File: src/rtl/odd_issue_scheduler.sv
// Structural-hazard scheduler for the odd pipe: register-file write-port reservation,
// local-store busy tracking and branch-flush kill. Optional stall counter: ODD_SCHED_STALL_CNT_EN.
module odd_issue_scheduler #(
    parameter int MAX_LAT     = 8,
    parameter int LS_BUSY     = 2,
    parameter int FLUSH_DEPTH = 3
) (
    input  logic        clk,
    input  logic        reset,
    input  logic        req_valid,
    input  logic [0:2]  req_unit,
    input  logic [0:3]  req_latency,
    input  logic        req_wr_en,
    input  logic [0:6]  req_addr_rt,
    input  logic        flush,
    output logic        issue_fire,
    output logic        stall,
    output logic        wb_valid,
    output logic [0:6]  wb_addr_rt,
    output logic [0:2]  wb_unit,
    output logic        ls_busy,
    output logic [0:15] stall_cnt
);

    localparam int LAT_W = $clog2(MAX_LAT + 1);
    localparam int CNT_W = (LS_BUSY > 2) ? $clog2(LS_BUSY) : 1;
    localparam logic [LAT_W-1:0] MAX_LAT_L = LAT_W'(MAX_LAT);
    localparam logic [0:2]       UNIT_LS   = 3'd6;

    // Current slot contents, flattened out of the per-slot generate blocks
    logic             slot_valid [MAX_LAT];
    logic [0:6]       slot_addr  [MAX_LAT];
    logic [0:2]       slot_unit  [MAX_LAT];
    logic [LAT_W-1:0] slot_lat   [MAX_LAT];
    logic [MAX_LAT-1:0] slot_hit;

    logic [LAT_W-1:0] eff_lat;
    logic             is_ls_req;
    logic             wb_conflict;
    logic             ls_conflict;

    logic [CNT_W-1:0] ls_cnt_reg, ls_cnt_next;
    logic             ls_busy_reg;

    always_comb begin
        eff_lat = MAX_LAT_L;
        if (req_latency == 4'd0) begin
            eff_lat = LAT_W'(1);
        end else if (32'(req_latency) <= MAX_LAT) begin
            eff_lat = LAT_W'(req_latency);
        end
    end

    assign is_ls_req   = (req_unit == UNIT_LS);
    assign wb_conflict = req_wr_en && (|slot_hit);
    assign ls_conflict = is_ls_req && (ls_cnt_reg != '0);
    assign issue_fire  = req_valid && !flush && !wb_conflict && !ls_conflict;
    assign stall       = req_valid && !issue_fire;

    genvar gi;
    generate
        for (gi = 0; gi < MAX_LAT; gi++) begin : g_slot
            logic             src_valid;
            logic [0:6]       src_addr;
            logic [0:2]       src_unit;
            logic [LAT_W-1:0] src_lat;
            logic             src_kill;
            logic             valid_reg, valid_next;
            logic [0:6]       addr_reg, addr_next;
            logic [0:2]       unit_reg, unit_next;
            logic [LAT_W-1:0] lat_reg, lat_next;

            if (gi < MAX_LAT - 1) begin : g_shift
                assign src_valid = slot_valid[gi+1];
                assign src_addr  = slot_addr[gi+1];
                assign src_unit  = slot_unit[gi+1];
                assign src_lat   = slot_lat[gi+1];
            end else begin : g_top
                assign src_valid = 1'b0;
                assign src_addr  = '0;
                assign src_unit  = '0;
                assign src_lat   = '0;
            end

            // Age after the shift is lat-1-gi; young entries are still speculative
            assign src_kill = flush && src_valid &&
                              (32'(src_lat) < 32'(FLUSH_DEPTH + 1 + gi));

            always_comb begin
                valid_next = src_valid;
                addr_next  = src_addr;
                unit_next  = src_unit;
                lat_next   = src_lat;
                if (src_kill) begin
                    valid_next = 1'b0;
                    addr_next  = '0;
                    unit_next  = '0;
                    lat_next   = '0;
                end
                if (issue_fire && req_wr_en && (eff_lat == LAT_W'(gi + 1))) begin
                    valid_next = 1'b1;
                    addr_next  = req_addr_rt;
                    unit_next  = req_unit;
                    lat_next   = eff_lat;
                end
            end

            always_ff @(posedge clk or negedge reset) begin
                if (!reset) begin
                    valid_reg <= 1'b0;
                    addr_reg  <= '0;
                    unit_reg  <= '0;
                    lat_reg   <= '0;
                end else begin
                    valid_reg <= valid_next;
                    addr_reg  <= addr_next;
                    unit_reg  <= unit_next;
                    lat_reg   <= lat_next;
                end
            end

            assign slot_valid[gi] = valid_reg;
            assign slot_addr[gi]  = addr_reg;
            assign slot_unit[gi]  = unit_reg;
            assign slot_lat[gi]   = lat_reg;

            // Slot gi moves into gi-1 on the shift, exactly where a latency-gi request lands
            assign slot_hit[gi] = (gi != 0) && valid_reg && (eff_lat == LAT_W'(gi));
        end
    endgenerate

    assign wb_valid   = slot_valid[0];
    assign wb_addr_rt = slot_addr[0];
    assign wb_unit    = slot_unit[0];

    // The access already started keeps the unit busy even across a flush
    always_comb begin
        ls_cnt_next = ls_cnt_reg;
        if (issue_fire && is_ls_req) begin
            ls_cnt_next = CNT_W'(LS_BUSY - 1);
        end else if (ls_cnt_reg != '0) begin
            ls_cnt_next = ls_cnt_reg - CNT_W'(1);
        end
    end

    always_ff @(posedge clk or negedge reset) begin
        if (!reset) begin
            ls_cnt_reg  <= '0;
            ls_busy_reg <= 1'b0;
        end else begin
            ls_cnt_reg  <= ls_cnt_next;
            ls_busy_reg <= (ls_cnt_next != '0);
        end
    end

    assign ls_busy = ls_busy_reg;

`ifdef ODD_SCHED_STALL_CNT_EN
    logic [15:0] stall_cnt_reg;

    always_ff @(posedge clk or negedge reset) begin
        if (!reset) begin
            stall_cnt_reg <= '0;
        end else if (stall && (stall_cnt_reg != 16'hFFFF)) begin
            stall_cnt_reg <= stall_cnt_reg + 16'd1;
        end
    end

    assign stall_cnt = stall_cnt_reg;
`else
    assign stall_cnt = '0;
`endif

endmodule
File: config.mk
export PLATFORM = sky130hd
export DESIGN_NAME = odd_issue_scheduler
export DESIGN_NICKNAME = d
export VERILOG_FILES = /design/src/rtl/odd_issue_scheduler.sv
export SDC_FILE = /design/constraint.sdc
export NUM_CORES = 1
export LEC_CHECK = 0
export CAP_MARGIN = 20
export CORE_MARGIN = 10
export CORE_UTILIZATION = 25
export DETAILED_ROUTE_END_ITERATION = 12
export PLACE_DENSITY = 0.54
export REMOVE_ABC_BUFFERS = 1
export SYNTH_ARGS = -nofsm -noshare
export SYNTH_HDL_FRONTEND = slang
export SYNTH_SLANG_ARGS = --single-unit
File: constraint.sdc
create_clock -name clk -period 6.3 [get_ports clk]
set_input_delay 1.26 -clock clk [delete_from_list [all_inputs] [get_ports clk]]
set_output_delay 1.26 -clock clk [all_outputs]
set_load 0.01 [all_outputs]
## Word level (Yosys, flattened, before mapping)

Index checks and enable logic that the tools add are counted.

- Flip-flop bits (word level): 117
- Input bits: 19
- Output and inout port bits: 30
- Word-level logic and storage cells: 155

- Add/sub/neg operators: 1
- Order comparisons: 8
- Equality and inequality tests: 9
- Muxes and demuxes: 62
- Reductions and logical operators: 43

Operator list:

| operator | count |
|---|---|
| $mux W7 | 15 |
| $mux W4 | 15 |
| $mux W3 | 15 |
| $logic_and A1 B1 Y1 | 37 |
| $mux W1 | 17 |
| $eq A4 B3 Y1 const B | 4 |
| $lt A4 B3 Y1 const B | 4 |
| $lt A4 B4 Y1 const B | 3 |
| $eq A4 B2 Y1 const B | 2 |
| $reduce_or A7 Y1 | 1 |
| $eq A4 B1 Y1 const B | 1 |
| $eq A4 B4 Y1 const B | 1 |
| $le A4 B4 Y1 const B | 1 |
| $logic_not A1 Y1 | 4 |
| $logic_not A4 Y1 | 1 |
| $eq A3 B3 Y1 const B | 1 |
| $sub A1 B1 Y1 const B | 1 |

## Depth between registers and ports, before layout

- Depth after elaboration: 13
- Gate-level depth with buffers: 7

## Worst setup path after synthesis

No wires, ideal clock.

- Path type: input to output
- Start: input req_latency[1] in the netlist's numbering
- End: output issue_fire
- Arrival time: 2633 ps
- Data required time: 5040 ps
- Setup slack: 2407 ps
- Stages: 7
- Path buffers: 2
- Path through: buf_6 -> mux2i_1 -> a2111oi_2 -> or3_4 -> a21o_2 -> buf_4 -> inv_1

- Word-level cells in the longest chain between the ends: 10
- Elaborated cells on any way between the ends: 23
- Those cells by class: 1 x order compare; 7 x eq/ne; 2 x mux; 13 x reduce/logical

RTL lines:

| element | RTL line | RTL |
|---|---|---|
| start, declared | 12 | `input logic [0:3] req_latency,` |
| $le A4 B4 Y1 | 49 | `end else if (32'(req_latency) <= MAX_LAT) begin` |
| $mux W4 | 49 |  |
| $mux W4 (*) | 47 | `if (req_latency == 4'd0) begin` |
| $eq A4 B1 Y1, or another cell as far along | 128 | `assign slot_hit[gi] = (gi != 0) && valid_reg && (eff_lat == LAT_W'(gi));` |
| $logic_and A1 B1 Y1 | 128 |  |
| $reduce_or A7 Y1 (*) | 55 | `assign wb_conflict = req_wr_en && (\|slot_hit);` |
| $logic_and A1 B1 Y1 (*) | 55 |  |
| $logic_not A1 Y1 (*) | 57 | `assign issue_fire = req_valid && !flush && !wb_conflict && !ls_conflict;` |
| $logic_and A1 B1 Y1 (*) (2 in series) | 57 |  |
| end, declared | 16 | `output logic issue_fire,` |

Mark *: on every way between the ends. The rest lies on a longest branch, timed or not.

## Worst setup path in the final report

- Start: input req_latency[2] in the netlist's numbering
- End: output issue_fire

The elaborated chain is that of the path after synthesis.

==> metrics.log <==
INFO  metric status = completed
INFO  metric synth-main-ff-cell = sky130_fd_sc_hd__dfrtp_1
INFO  metric max_cap_violations = 0
INFO  metric area_growth = 21.9%
INFO  metric synth_edf_count = 0
INFO  metric clk_pin_slew = 0.05 ns
INFO  metric die_area = 24800 um^2
INFO  metric syn_avg_cell_area = 10.4 um^2
INFO  metric drt_iter0_drc = 108
INFO  metric async_flop_share = 100%
INFO  metric setup_crit_end = issue_fire
INFO  metric grt_use_met1 = 10.5%
INFO  metric required_time_of_the_critical_path = 5.04 ns
INFO  metric antenna_found_initial = 0
INFO  metric p_leak = 2.60 nW
INFO  metric post-route-period-util = 81.5%
INFO  metric drt-wirelength-per-cell = 14.1 um
INFO  metric drcViolationCount = 0
INFO  metric power_switching_share = 21.8%
INFO  metric share_of_layout_cells_above_drive_strength_1 = 9.00%
INFO  metric grt_first_pass_wirelength = 16800 um
INFO  metric timing.critical_path.arrival = 3.87 ns
INFO  metric cts_setup_buffers = 0
INFO  metric nets = 508
INFO  metric yosys-top-cells-area = sky130_fd_sc_hd__dfrtp_1, sky130_fd_sc_hd__nand2_1, sky130_fd_sc_hd__o21ai_0
INFO  metric io_buffers = 32
INFO  metric worstMarginPinSlew = 0.927 ns
INFO  metric crit_path_start = req_latency[2]
INFO  metric gp_routability_congestion = 0.779
INFO  metric synth_top_area_share = 60.9%
INFO  metric timing.final.hold_violations = 0
INFO  metric hpwlAfterDp = 7050 um
INFO  metric clock_insertion_delay_worst_skew = 0.40 ns
INFO  metric cts-root-buf = sky130_fd_sc_hd__clkbuf_16
INFO  metric rr_worst_depth = 5
INFO  metric crit-reg2reg-launch = g_slot[0].src_valid
INFO  metric syn_area = 4720 um^2
INFO  metric worst_ir_drop_vdd = 0.162 mV
INFO  metric setup_violations = 0
INFO  metric grt-busiest-layer = met2
INFO  metric tritoncts_clock_tree = done
INFO  metric final_instance_area = 5750 um^2
INFO  metric diodes = 0
INFO  metric synth-seq-area-share = 60.9%
INFO  metric worstPathMaxFanout = 12
INFO  metric clock_power_share = 49.2%
INFO  metric postCtsHoldBufs = 0
INFO  metric drt_first_pass_iters = 4
INFO  metric powerDensity = 297 nW/um^2
INFO  metric setup_tns = 0 ns
INFO  metric cts_inserted_buffers = 17
INFO  metric net-switching-power = 0.000373 W
INFO  metric overflow = 0
INFO  metric hold_path.class = flop to flop
INFO  metric dpl-instance-area = 5230 um^2
INFO  metric r2r_end = g_slot[3].src_addr[0]
INFO  metric max-slew-margin-rel = 38.0%
INFO  metric global_route.usage.met2 = 14.2%
INFO  metric rsz0062_at_grt = no
INFO  metric dr_total_vias = 3114
INFO  metric starting_density_of_the_core = 25.3%
INFO  metric ys_warn_count = 0
INFO  metric cts.path.max_buffers = 2
INFO  metric max_freq = 0.195 GHz
INFO  metric power.share.combinational = 5.5%
INFO  metric post_synth_inst_count = 455
INFO  metric max_reg_flops = 49
INFO  metric setup.worst_path.class = input pin to output pin
INFO  metric r2r_slack = 3.97 ns
INFO  metric overall_die_height = 157 um
INFO  metric yosysTopAreaCell = sky130_fd_sc_hd__dfrtp_1
INFO  metric use_met3 = 3.00%
INFO  metric route.final.wire_length = 10300 um
INFO  metric placementRows = 50
INFO  metric end_kind = output pin
INFO  metric ant_nets = 0
INFO  metric sequentialPowerShare = 45.3%
INFO  metric dieWidth = 157 um
INFO  metric report.final.slew_viol_count = 0
INFO  metric core_area = 18600 um^2
INFO  metric cts-htree-levels = 4
INFO  metric finalWorstPathRequiredPeriod = 5.13 ns
INFO  metric io-pin-count = 49
INFO  metric synth.ff_latch_count = 115
INFO  metric dpl.cell_count = 704
INFO  metric groute.usage.overall = 8.71%
INFO  metric maximum_number_of_pins_on_one_net_before_global_route_repair = 60
INFO  metric instances_no_fill = 734
INFO  metric cell_internal_pwr = 0.00133 W
INFO  metric vias_in_the_first_global_route = 3110
INFO  metric cts.sink_count = 115
INFO  metric cp-start-kind = input pin
INFO  metric cts_resized = 0
INFO  metric timing.clock.skew = 0.00679 ns
INFO  metric yosys.cell_types.count = 33
INFO  metric avgViaCountPerCell = 4.24
## worst max-delay path: stages
cell                              delay (ns)
sky130_fd_sc_hd__clkdlybuf4s50_1        0.67
sky130_fd_sc_hd__a21oi_1                0.10
sky130_fd_sc_hd__a2111oi_2              0.64
sky130_fd_sc_hd__or3_4                  0.28
sky130_fd_sc_hd__a21o_2                 0.17
sky130_fd_sc_hd__buf_4                  0.19
sky130_fd_sc_hd__inv_1                  0.08
sky130_fd_sc_hd__clkdlybuf4s50_1        0.48
## layout by cell type, fill, tap and decap left out, types with 2 or more instances in the layout
cell type / n
sky130_fd_sc_hd__clkdlybuf4s50_1: 31
sky130_fd_sc_hd__conb_1: 19
sky130_fd_sc_hd__dfrtp_1: 115
sky130_fd_sc_hd__nor2_1: 8
sky130_fd_sc_hd__nor3_1: 10
sky130_fd_sc_hd__nor2b_1: 5
sky130_fd_sc_hd__nand3_1: 6
sky130_fd_sc_hd__and3b_1: 5
sky130_fd_sc_hd__clkbuf_1: 4
sky130_fd_sc_hd__o21ai_0: 53
sky130_fd_sc_hd__nor3_2: 2
sky130_fd_sc_hd__nand3b_1: 4
sky130_fd_sc_hd__mux2i_1: 21
sky130_fd_sc_hd__clkbuf_8: 4
sky130_fd_sc_hd__buf_4: 7
sky130_fd_sc_hd__inv_1: 12
sky130_fd_sc_hd__nand4_1: 3
sky130_fd_sc_hd__a21oi_1: 3
sky130_fd_sc_hd__nand2b_1: 2
sky130_fd_sc_hd__a21o_1: 16
sky130_fd_sc_hd__nor3_4: 2
sky130_fd_sc_hd__clkinv_2: 4
sky130_fd_sc_hd__nand4b_1: 3
sky130_fd_sc_hd__clkbuf_16: 17
sky130_fd_sc_hd__nand2_1: 130
## stage by stage
stage	power (W)	worst slack (ns)	hold slack (ns)	util [%]
6_report	0.00171	1.17	0.449	30.9
5_1_grt	0.00178	1.00	0.470	30.9
4_1_cts	0.00173	1.13	0.451	30.9
3_5_place_dp	0.000881	1.14	0.440	28.1
3_3_place_gp	0.000878	1.24	0.428	28.0
2_1_floorplan	0.000823	2.47	0.426	-
## per-layer routing
metal | share of wire, % | vias to the layer above | wire length, um
li1 | - | 1535 | -
met1 | 46 | 1515 | 4740
met2 | 49 | 55 | 5060
met3 | 3.7 | 9 | 383
met4 | 1.4 | 0 | 142
met5 | 0 | - | 0
## power groups by stage
stage / clock network [W] / registers, W / logic (W)
after floorplan: 0 / 0.000785 / 0.0000382
after global placement: 0 / 0.000785 / 0.0000929
after detailed placement: 0 / 0.000786 / 0.0000950
after CTS: 0.000858 / 0.000774 / 0.0000955
after global routing: 0.000895 / 0.000775 / 0.000106
final: 0.000839 / 0.000774 / 0.0000939
## synth_stat cells, types with 4 or more instances
library cell,number
sky130_fd_sc_hd__a21o_1,16
sky130_fd_sc_hd__dfrtp_1,115
sky130_fd_sc_hd__nand2_1,130
sky130_fd_sc_hd__o21ai_0,53
sky130_fd_sc_hd__mux2i_1,21
sky130_fd_sc_hd__nor3_1,12
sky130_fd_sc_hd__nand3_1,6
sky130_fd_sc_hd__nor2b_1,5
sky130_fd_sc_hd__nand3b_1,4
sky130_fd_sc_hd__buf_4,18
sky130_fd_sc_hd__inv_1,12
sky130_fd_sc_hd__clkbuf_1,19
sky130_fd_sc_hd__and3b_1,5
sky130_fd_sc_hd__nor2_1,8
## final cells by class
| type | count | area (um^2) |
|---|---|---|
| Clock inverter | 5 | 27.5 |
| Sequential cell | 115 | 2880 |
| Fill cell | 1873 | 12900 |
| Inverter | 12 | 45.0 |
| Multi-Input combinational cell | 304 | 1640 |
| Tap cell | 234 | 293 |
| Timing Repair Buffer | 39 | 374 |
| Clock buffer | 25 | 495 |
## worst min-delay path by stage
| stage | start | endpoint | depth (start not counted) |
|---|---|---|---|
| 5_1_grt | g_slot[2].src_lat[0] | g_slot[1].src_lat[0] | 1 |
| 3_5_place_dp | g_slot[6].src_lat[0] | g_slot[5].src_lat[0] | 1 |
| 2_1_floorplan | g_slot[2].src_lat[0] | g_slot[1].src_lat[0] | 1 |
| 3_3_place_gp | g_slot[6].src_lat[0] | g_slot[5].src_lat[0] | 1 |
| 4_1_cts | g_slot[6].src_lat[0] | g_slot[5].src_lat[0] | 1 |
| 6_report | g_slot[6].src_lat[0] | g_slot[5].src_lat[0] | 1 |
## logic make-up after synthesis
kind of cell | after synthesis | synth area share [%]
simple gates | 188 | 18.6
flops | 115 | 60.9
other cells | 1 | 0.0794
buf+inv | 54 | 6.25
compound gates | 76 | 9.70
mux | 21 | 4.45
No activity file was read; power rests on OpenSTA's default activity.
